`src/rtl/cnn_job_ctrl_pkg.sv`:
```
// Shared types for the quad-side job controller: FSM states, the
// job_parameters bit map and the decoded configuration record.
package cnn_job_ctrl_pkg;

  typedef enum logic [2:0] {
    ST_IDLE, ST_ACCEPT, ST_FETCH_REQ, ST_FETCH_WAIT, ST_RUN, ST_DONE
  } state_t;

  localparam int ROWS_LSB   = 0;   localparam int ROWS_W   = 10;
  localparam int COLS_LSB   = 10;  localparam int COLS_W   = 10;
  localparam int NKERN_LSB  = 20;  localparam int NKERN_W  = 7;
  localparam int KSIZE_LSB  = 27;  localparam int KSIZE_W  = 5;
  localparam int STRIDE_LSB = 32;  localparam int STRIDE_W = 7;
  localparam int PAD_LSB    = 39;  localparam int PAD_W    = 5;
  localparam int UPS_LSB    = 44;
  // Bits at and above this index are reserved.
  localparam int PARAM_USED_W = 45;

  typedef struct packed {
    logic                upsample;
    logic [PAD_W-1:0]    padding;
    logic [STRIDE_W-1:0] stride;
    logic [KSIZE_W-1:0]  ksize;
    logic [NKERN_W-1:0]  nkern;
    logic [COLS_W-1:0]   cols;
    logic [ROWS_W-1:0]   rows;
  } job_cfg_t;

  function automatic job_cfg_t decode_params(input logic [PARAM_USED_W-1:0] p);
    job_cfg_t c;
    c.rows     = p[ROWS_LSB   +: ROWS_W];
    c.cols     = p[COLS_LSB   +: COLS_W];
    c.nkern    = p[NKERN_LSB  +: NKERN_W];
    c.ksize    = p[KSIZE_LSB  +: KSIZE_W];
    c.stride   = p[STRIDE_LSB +: STRIDE_W];
    c.padding  = p[PAD_LSB    +: PAD_W];
    c.upsample = p[UPS_LSB];
    return c;
  endfunction

endpackage

```
`src/rtl/cnn_job_param_decode.sv`:
```
// Latches the decoded job fields on job acceptance and flags descriptors
// the datapath cannot execute (only when CNN_JOB_PARAM_CHECK_EN is defined).
module cnn_job_param_decode
  import cnn_job_ctrl_pkg::*;
(
  input  logic                    clk_if,
  input  logic                    rst_n,
  input  logic                    load,
  input  logic [PARAM_USED_W-1:0] params,
  output job_cfg_t                cfg,
  output logic                    param_bad
);

  // Configuration register: only written when a job is taken from IDLE.
  always_ff @(posedge clk_if) begin
    if (!rst_n)    cfg <= '0;
    else if (load) cfg <= decode_params(params);
  end

  // Zero kernel size, stride or kernel count would stall the datapath.
  always_comb begin
`ifdef CNN_JOB_PARAM_CHECK_EN
    param_bad = (cfg.ksize == '0) || (cfg.stride == '0) || (cfg.nkern == '0);
`else
    param_bad = 1'b0;
`endif
  end

endmodule

```
`src/rtl/cnn_layer_accel_job_ctrl.sv`:
```
// Quad-side job handshake responder: accept, fetch, execute, complete.
// Optional parameter check enabled by defining CNN_JOB_PARAM_CHECK_EN.
module cnn_layer_accel_job_ctrl
  import cnn_job_ctrl_pkg::*;
#(
  parameter int C_JOB_CNT_WIDTH = 16,
  parameter int C_PARAM_WIDTH   = 128
) (
  input  logic                       clk_if,
  input  logic                       rst_n,
  input  logic                       job_start,
  output logic                       job_accept,
  input  logic [C_PARAM_WIDTH-1:0]   job_parameters,
  output logic                       job_fetch_request,
  input  logic                       job_fetch_ack,
  input  logic                       job_fetch_complete,
  output logic                       job_complete,
  input  logic                       job_complete_ack,
  output logic                       exec_start,
  input  logic                       exec_done,
  output logic [9:0]                 num_output_rows_cfg,
  output logic [9:0]                 num_output_cols_cfg,
  output logic [6:0]                 num_kernel_cfg,
  output logic [4:0]                 kernel_size_cfg,
  output logic [6:0]                 convolution_stride_cfg,
  output logic [4:0]                 padding_cfg,
  output logic                       upsample_cfg,
  output logic [C_JOB_CNT_WIDTH-1:0] job_count,
  output logic                       job_error
);

  state_t   state, nxt;
  job_cfg_t cfg;
  logic     param_bad;

  // Reserved descriptor bits are deliberately dropped.
  logic unused_rsvd;
  assign unused_rsvd = ^job_parameters[C_PARAM_WIDTH-1:PARAM_USED_W];

  cnn_job_param_decode u_decode (
    .clk_if    (clk_if),
    .rst_n     (rst_n),
    .load      ((state == ST_IDLE) && job_start),
    .params    (job_parameters[PARAM_USED_W-1:0]),
    .cfg       (cfg),
    .param_bad (param_bad)
  );

  assign num_output_rows_cfg    = cfg.rows;
  assign num_output_cols_cfg    = cfg.cols;
  assign num_kernel_cfg         = cfg.nkern;
  assign kernel_size_cfg        = cfg.ksize;
  assign convolution_stride_cfg = cfg.stride;
  assign padding_cfg            = cfg.padding;
  assign upsample_cfg           = cfg.upsample;

  // Next-state logic; each state only listens to its own handshake input.
  always_comb begin
    nxt = state;
    case (state)
      ST_IDLE:       if (job_start) nxt = ST_ACCEPT;
      ST_ACCEPT:     nxt = param_bad ? ST_DONE : ST_FETCH_REQ;
      ST_FETCH_REQ:  if (job_fetch_ack) nxt = job_fetch_complete ? ST_RUN : ST_FETCH_WAIT;
      ST_FETCH_WAIT: if (job_fetch_complete) nxt = ST_RUN;
      // exec_done coinciding with the launch pulse belongs to a previous run.
      ST_RUN:        if (exec_done && !exec_start) nxt = ST_DONE;
      ST_DONE:       if (job_complete_ack) nxt = ST_IDLE;
      default:       nxt = ST_IDLE;
    endcase
  end

  // State and registered outputs, all derived from the upcoming state.
  always_ff @(posedge clk_if) begin
    if (!rst_n) begin
      state             <= ST_IDLE;
      job_accept        <= 1'b0;
      job_fetch_request <= 1'b0;
      exec_start        <= 1'b0;
      job_complete      <= 1'b0;
      job_error         <= 1'b0;
      job_count         <= '0;
    end else begin
      state             <= nxt;
      job_accept        <= (nxt == ST_ACCEPT);
      job_fetch_request <= (nxt == ST_FETCH_REQ);
      exec_start        <= (nxt == ST_RUN) && (state != ST_RUN);
      job_complete      <= (nxt == ST_DONE);
`ifdef CNN_JOB_PARAM_CHECK_EN
      // Only the ACCEPT->DONE shortcut raises the error; it holds through DONE.
      job_error         <= (nxt == ST_DONE) && ((state == ST_ACCEPT) || job_error);
`else
      job_error         <= 1'b0;
`endif
      if (state == ST_RUN && nxt == ST_DONE)
        job_count <= job_count + C_JOB_CNT_WIDTH'(1);
    end
  end

endmodule

```
`config.mk`:
```
export PLATFORM = sky130hd
export DESIGN_NAME = cnn_layer_accel_job_ctrl
export DESIGN_NICKNAME = d
export VERILOG_FILES = /design/src/rtl/cnn_job_ctrl_pkg.sv /design/src/rtl/cnn_job_param_decode.sv /design/src/rtl/cnn_layer_accel_job_ctrl.sv
export SDC_FILE = /design/constraint.sdc
export NUM_CORES = 1
export LEC_CHECK = 0
export CORE_MARGIN = 2
export CORE_UTILIZATION = 30
export CTS_CLUSTER_SIZE = 28
export DETAILED_ROUTE_END_ITERATION = 16
export PLACE_DENSITY = 0.74
export SLEW_MARGIN = 10
export SYNTH_ARGS = -nofsm -noshare
export SYNTH_HDL_FRONTEND = slang
export SYNTH_SLANG_ARGS = --single-unit
```
`constraint.sdc`:
```
create_clock -name clk_if -period 1.6 [get_ports clk_if]
set_input_delay 0.32 -clock clk_if [delete_from_list [all_inputs] [get_ports clk_if]]
set_output_delay 0.32 -clock clk_if [all_outputs]
set_load 0.005 [all_outputs]
```
After elaboration in Yosys (flattened, before gate mapping):

Cells that the tools add are included.

* logic and storage cells: 37
* register bits: 68
* input port bits: 135

* mux-type cells: 7
* reductions and logical operators: 6
* eq/ne operators: 10
* add/sub/neg operators: 1

Operator list (number)
* two-way mux 3 bit: 6
* case mux 3 bit (6 select lines): 1
* adder 16 x 1 -> 16 bit, second input constant: 1
* equality test 3 bit, second input constant: 4
* equality test 3 x 2 -> 1 bit, second input constant: 3
* equality test 3 x 1 -> 1 bit, second input constant: 2
* logical AND 1 bit: 4
* zero test 3 bit: 1
* != test 3 bit, second input constant: 1
* zero test 1 bit: 1

Depth between registers and ports, before layout:

* depth in word-level cells: 6
* depth in mapped cells: 6
* depth with buffers taken out: 5

Hierarchy:

A second synthesis with hierarchy kept.

* cell total of the unflattened synthesis: 265
* area total of the unflattened synthesis: 2787.7 µm²

Modules (own cells, without submodules)
* cnn_job_param_decode: cells an instance 146, times used 1, sequential area each 900.9 µm², area each 1750.4 µm²
* cnn_layer_accel_job_ctrl: cells an instance 119, times used 1, sequential area each 460.4 µm², area each 1037.2 µm²

Worst setup path after synthesis:

Ideal clock, no wire load.

* kind: register to register
* from: register state[0]
* to: register job_count[10]
* buffers on the path: 2
* data arrival time: 1.471 ns
* path slack: 0.059 ns
* cell stages (with the launch flop): 7
* period minus slack after synthesis: 1.541 ns
* data required time: 1.530 ns
* setup time: 0.070 ns
* cell sequence: dfxtp_1 -> buf_6 -> nor4b_4 -> buf_6 -> nand4_4 -> or3_1 -> a21boi_1

* word-level cells in the longest chain between the ends: 4

Ends and longest elaborated chain
* start: declaration: line cnn_layer_accel_job_ctrl.sv:32 `state_t state, nxt;`
* start signal: assignment: line cnn_layer_accel_job_ctrl.sv:83 `state <= nxt;`
* equality test 3 bit (tied with other cells): line cnn_layer_accel_job_ctrl.sv:60 `case (state)`
* case mux 3 bit (6 select lines): line cnn_layer_accel_job_ctrl.sv:60
* equality test 3 bit: line cnn_layer_accel_job_ctrl.sv:94 `if (state == ST_RUN && nxt == ST_DONE)`
* logical AND 1 bit *: line cnn_layer_accel_job_ctrl.sv:94
* end signal: assignment: line cnn_layer_accel_job_ctrl.sv:95 `job_count <= job_count + C_JOB_CNT_WIDTH'(1);`
* end: declaration: line cnn_layer_accel_job_ctrl.sv:28 `output logic [C_JOB_CNT_WIDTH-1:0] job_count,`

Mark *: on every way between the ends. The rest lies on a longest branch, timed or not.
A chain may end at the register's enable or synchronous reset.

Worst setup path after layout:

* from: register state[0]
* to: register job_accept

* word-level cells in the longest chain between the ends: 3

Ends and longest elaborated chain
* equality test 3 bit (tied with other cells): line cnn_layer_accel_job_ctrl.sv:60
* case mux 3 bit (6 select lines) *: line cnn_layer_accel_job_ctrl.sv:60
* equality test 3 x 1 -> 1 bit *: line cnn_layer_accel_job_ctrl.sv:84 `job_accept <= (nxt == ST_ACCEPT);`
* end signal: assignment: line cnn_layer_accel_job_ctrl.sv:84
* end: declaration: line cnn_layer_accel_job_ctrl.sv:12 `output logic job_accept,`

Marks and branches as above.

==> results.ini <==
[place]
io_buffers = 116
dp_slack_ns = -0.369
dpl-instance-area_um2 = 4230
place_hpwl_um = 5370
gp_congestion = 0.809

[yosys]
ys_seq_area_share_pct = 48.4
yosys.area.top_type_share_pct = 48.4
synthCells = 321
synth_fp_nets = 457
synth_cell_type_count = 39
synth_area_leaders = dfxtp_1, nand2_1, a21boi_0
yosysTopAreaCell = dfxtp_1
netlist_area_um2 = 2810
yosysWarnings = 0
ys_seq_elements = 68
syn_area_per_cell_um2 = 8.76

[critical_path]
cp_top_family = simple AND/OR/NAND/NOR gates
crit_start = state[0]$_SDFF_PN0_
crit_path_top_delay_cell = or3b_2
crit_fanout = 9
end_kind = flip-flop
critical_path_buf_inv_count = 1
cpPeakStageDelay_ns = 0.47
crit_required_ns = 1.87
crit_path_start_kind = flip-flop
path_cells = buf_4, or3b_2, a21oi_2, nand2b_4, and3_1
worstSetupPathType = reg -> reg
worst_r2r_startpoint = state[0]$_SDFF_PN0_
arrival_ns = 1.84

[global_route]
antenna_found_initial = 0
grt_pass1_wl_um = 11800
grt_max_degree = 39
grt.total_usage_pct = 14.6
grt_overflow = 0
grt_pass1_vias = 2531

[power_and_ir_drop]
clock_power_share_pct = 31.7
intPower_mw = 2.79
power_switching_mw = 0.936
vdd_drop_max_mv = 0.324
p_comb_share_pct = 18.9
power_mw = 3.73
p_leak_nw = 1.72
power_density_nw_per_um2 = 835
sequentialPowerShare_pct = 49.4
swShare_pct = 25.1

[clock_network]
clkSlewWorstSetupHoldPaths_ns = 0.07
cts_max_path_buffers = 2
clock_latency_ns = 0.33
tritoncts = built
cts-root-buf = clkbuf_8
clock-sinks = 68
cts_buffers = 9
htree_num_levels = 3

[timing]
finalWorstSetupSlack_ns = 0.0342
drv_slew = 0
finalCriticalPeriod_ns = 1.57
fin_setup_tns_ns = 0
clock_skew_ns = 0.00968
rsz0062_at_grt = true
setup_viol = 0
period_share_pct = 97.9
fmax_mhz = 639
hold_viol_final = 0

[floorplan]
die_w_um = 101
core_um2 = 9150
die_y_um = 101
dieArea_um2 = 10200
start_util_pct = 30.7
row_count = 35
pin_count = 201

[detailed_routing]
wl_met2_um = 3770
top_layer_used = met4
met3WireLength_um = 509
route.detailed.wl_per_inst_um = 13.1
vias_per_cell = 4.74
ant_nets = 0
drtIter0Drc = 75
drt_wl_total_um = 7470
wl_met1_um = 3090
drcViolationCount = 0
num_vias = 2706
drtPass1Iterations = 4

[worst_hold_path]
hold_path.startpoint = rst_n
min_path_type = in -> reg

[final_layout]
final_cell_mix = clkdlybuf4s50_1, nand2_1, dfxtp_1
n_antenna_cell = 0
drive_above_1_share_pct = 15.4
nNetsFinal = 593
final_area_um2 = 4460
fin_util_pct = 48.8
final_common_cell = clkdlybuf4s50_1
syn2layout_area_growth_pct = 58.8

[status]
status = finished, final reports clean

[job]
maxCapViolCount = 0

repair_timing:
action	in CTS	in global routing
pin swaps	0	8
setup endpoints to repair	12	16
hold buffers	0	0
resized for setup	18	14
setup buffers	0	5
cells by family (layout without fill, tap and decap cells):
group	Yosys count	after routing	share of synthesized area, %
DFF	68	68	48.4
adders and majority gates	1	1	0.445
xor gates and xnor gates	7	7	2.18
and+or+nand+nor	150	150	26.7
other	1	1	0.133
buffers and inverters	23	162	3.92
AOI/OAI and AO/OA	71	71	18.2
metal layers:
layer | GRT usage, % | vias up
li1 | - | 1345
met1 | 17.2 | 1270
met2 | 24.3 | 82
met3 | 5.27 | 9
met4 | 5.27 | 0
met5 | 0 | -
metrics by stage:
step                hold slack (ns)  instances
floorplan                     0.451        321
global placement              0.440        552
detailed placement            0.444        552
CTS                           0.320        566
global route                  0.324        571
finish                        0.337        571
Yosys cell counts:
| master | instances |
|---|---|
| and3_1 | 4 |
| buf_4 | 1 |
| buf_6 | 2 |
| conb_1 | 1 |
| inv_1 | 2 |
| buf_2 | 4 |
| o21ba_2 | 1 |
| o22ai_1 | 1 |
| nand2b_1 | 3 |
| and4_1 | 2 |
| nand2_2 | 1 |
| a22oi_1 | 1 |
| nand4_1 | 5 |
| nand2_1 | 96 |
| o21ai_0 | 5 |
| o211ai_1 | 1 |
| or3b_2 | 1 |
| nand4_4 | 1 |
| or4_1 | 4 |
| nor2b_1 | 2 |
| dfxtp_1 | 68 |
| nand3b_1 | 2 |
| nor4b_1 | 1 |
| nor3b_1 | 1 |
| clkbuf_1 | 14 |
| a21oi_1 | 4 |
| xnor2_1 | 7 |
| nor3_1 | 1 |
| nand4bb_1 | 1 |
| and2b_1 | 1 |
| and2_1 | 9 |
| o31ai_1 | 5 |
| nor4b_4 | 2 |
| ha_1 | 1 |
| nor2_1 | 6 |
| a21boi_1 | 13 |
| a21boi_0 | 40 |
| nand3_1 | 5 |
| or3_1 | 2 |
area by class of cell:
class | count | area [um^2]
well taps | 111 | 139
repair buffers | 146 | 1410
inverters | 2 | 7.51
fillers | 877 | 4690
flip-flops and latches | 68 | 1380
multi-input cells | 230 | 1370
clock buffers | 11 | 141
clock inverters | 3 | 15.0
power groups by stage:
stage	Combinational, mW	Sequential, mW	Clock [mW]
final	0.704	1.84	1.18
after floorplan	0.270	1.89	0
after global routing	0.781	1.85	1.31
after CTS	0.709	1.84	1.24
after global placement	0.691	1.88	0
after detailed placement	0.706	1.88	0
path summary, 6_finish.rpt:
kind / endpoint / slack (ns) / cells past startpoint
max reg2reg: job_accept$_SDFF_PN0_ / 0.03 / 5
min reg2reg: u_decode.cfg[44]$_SDFFE_PN0P_ / 0.45 / 2
max: job_accept$_SDFF_PN0_ / 0.03 / 5
min: job_count[1]$_SDFFE_PN0P_ / 0.34 / 2
flip-flops by register name, summed over array words and instances, names as in the netlist:
| signal | cells |
|---|---|
| u_decode.cfg | 45 |
| exec_start | 1 |
| job_count | 16 |
| job_complete | 1 |
| state | 3 |
| job_fetch_request | 1 |
| job_accept | 1 |
(Power assumes the default switching activity.)
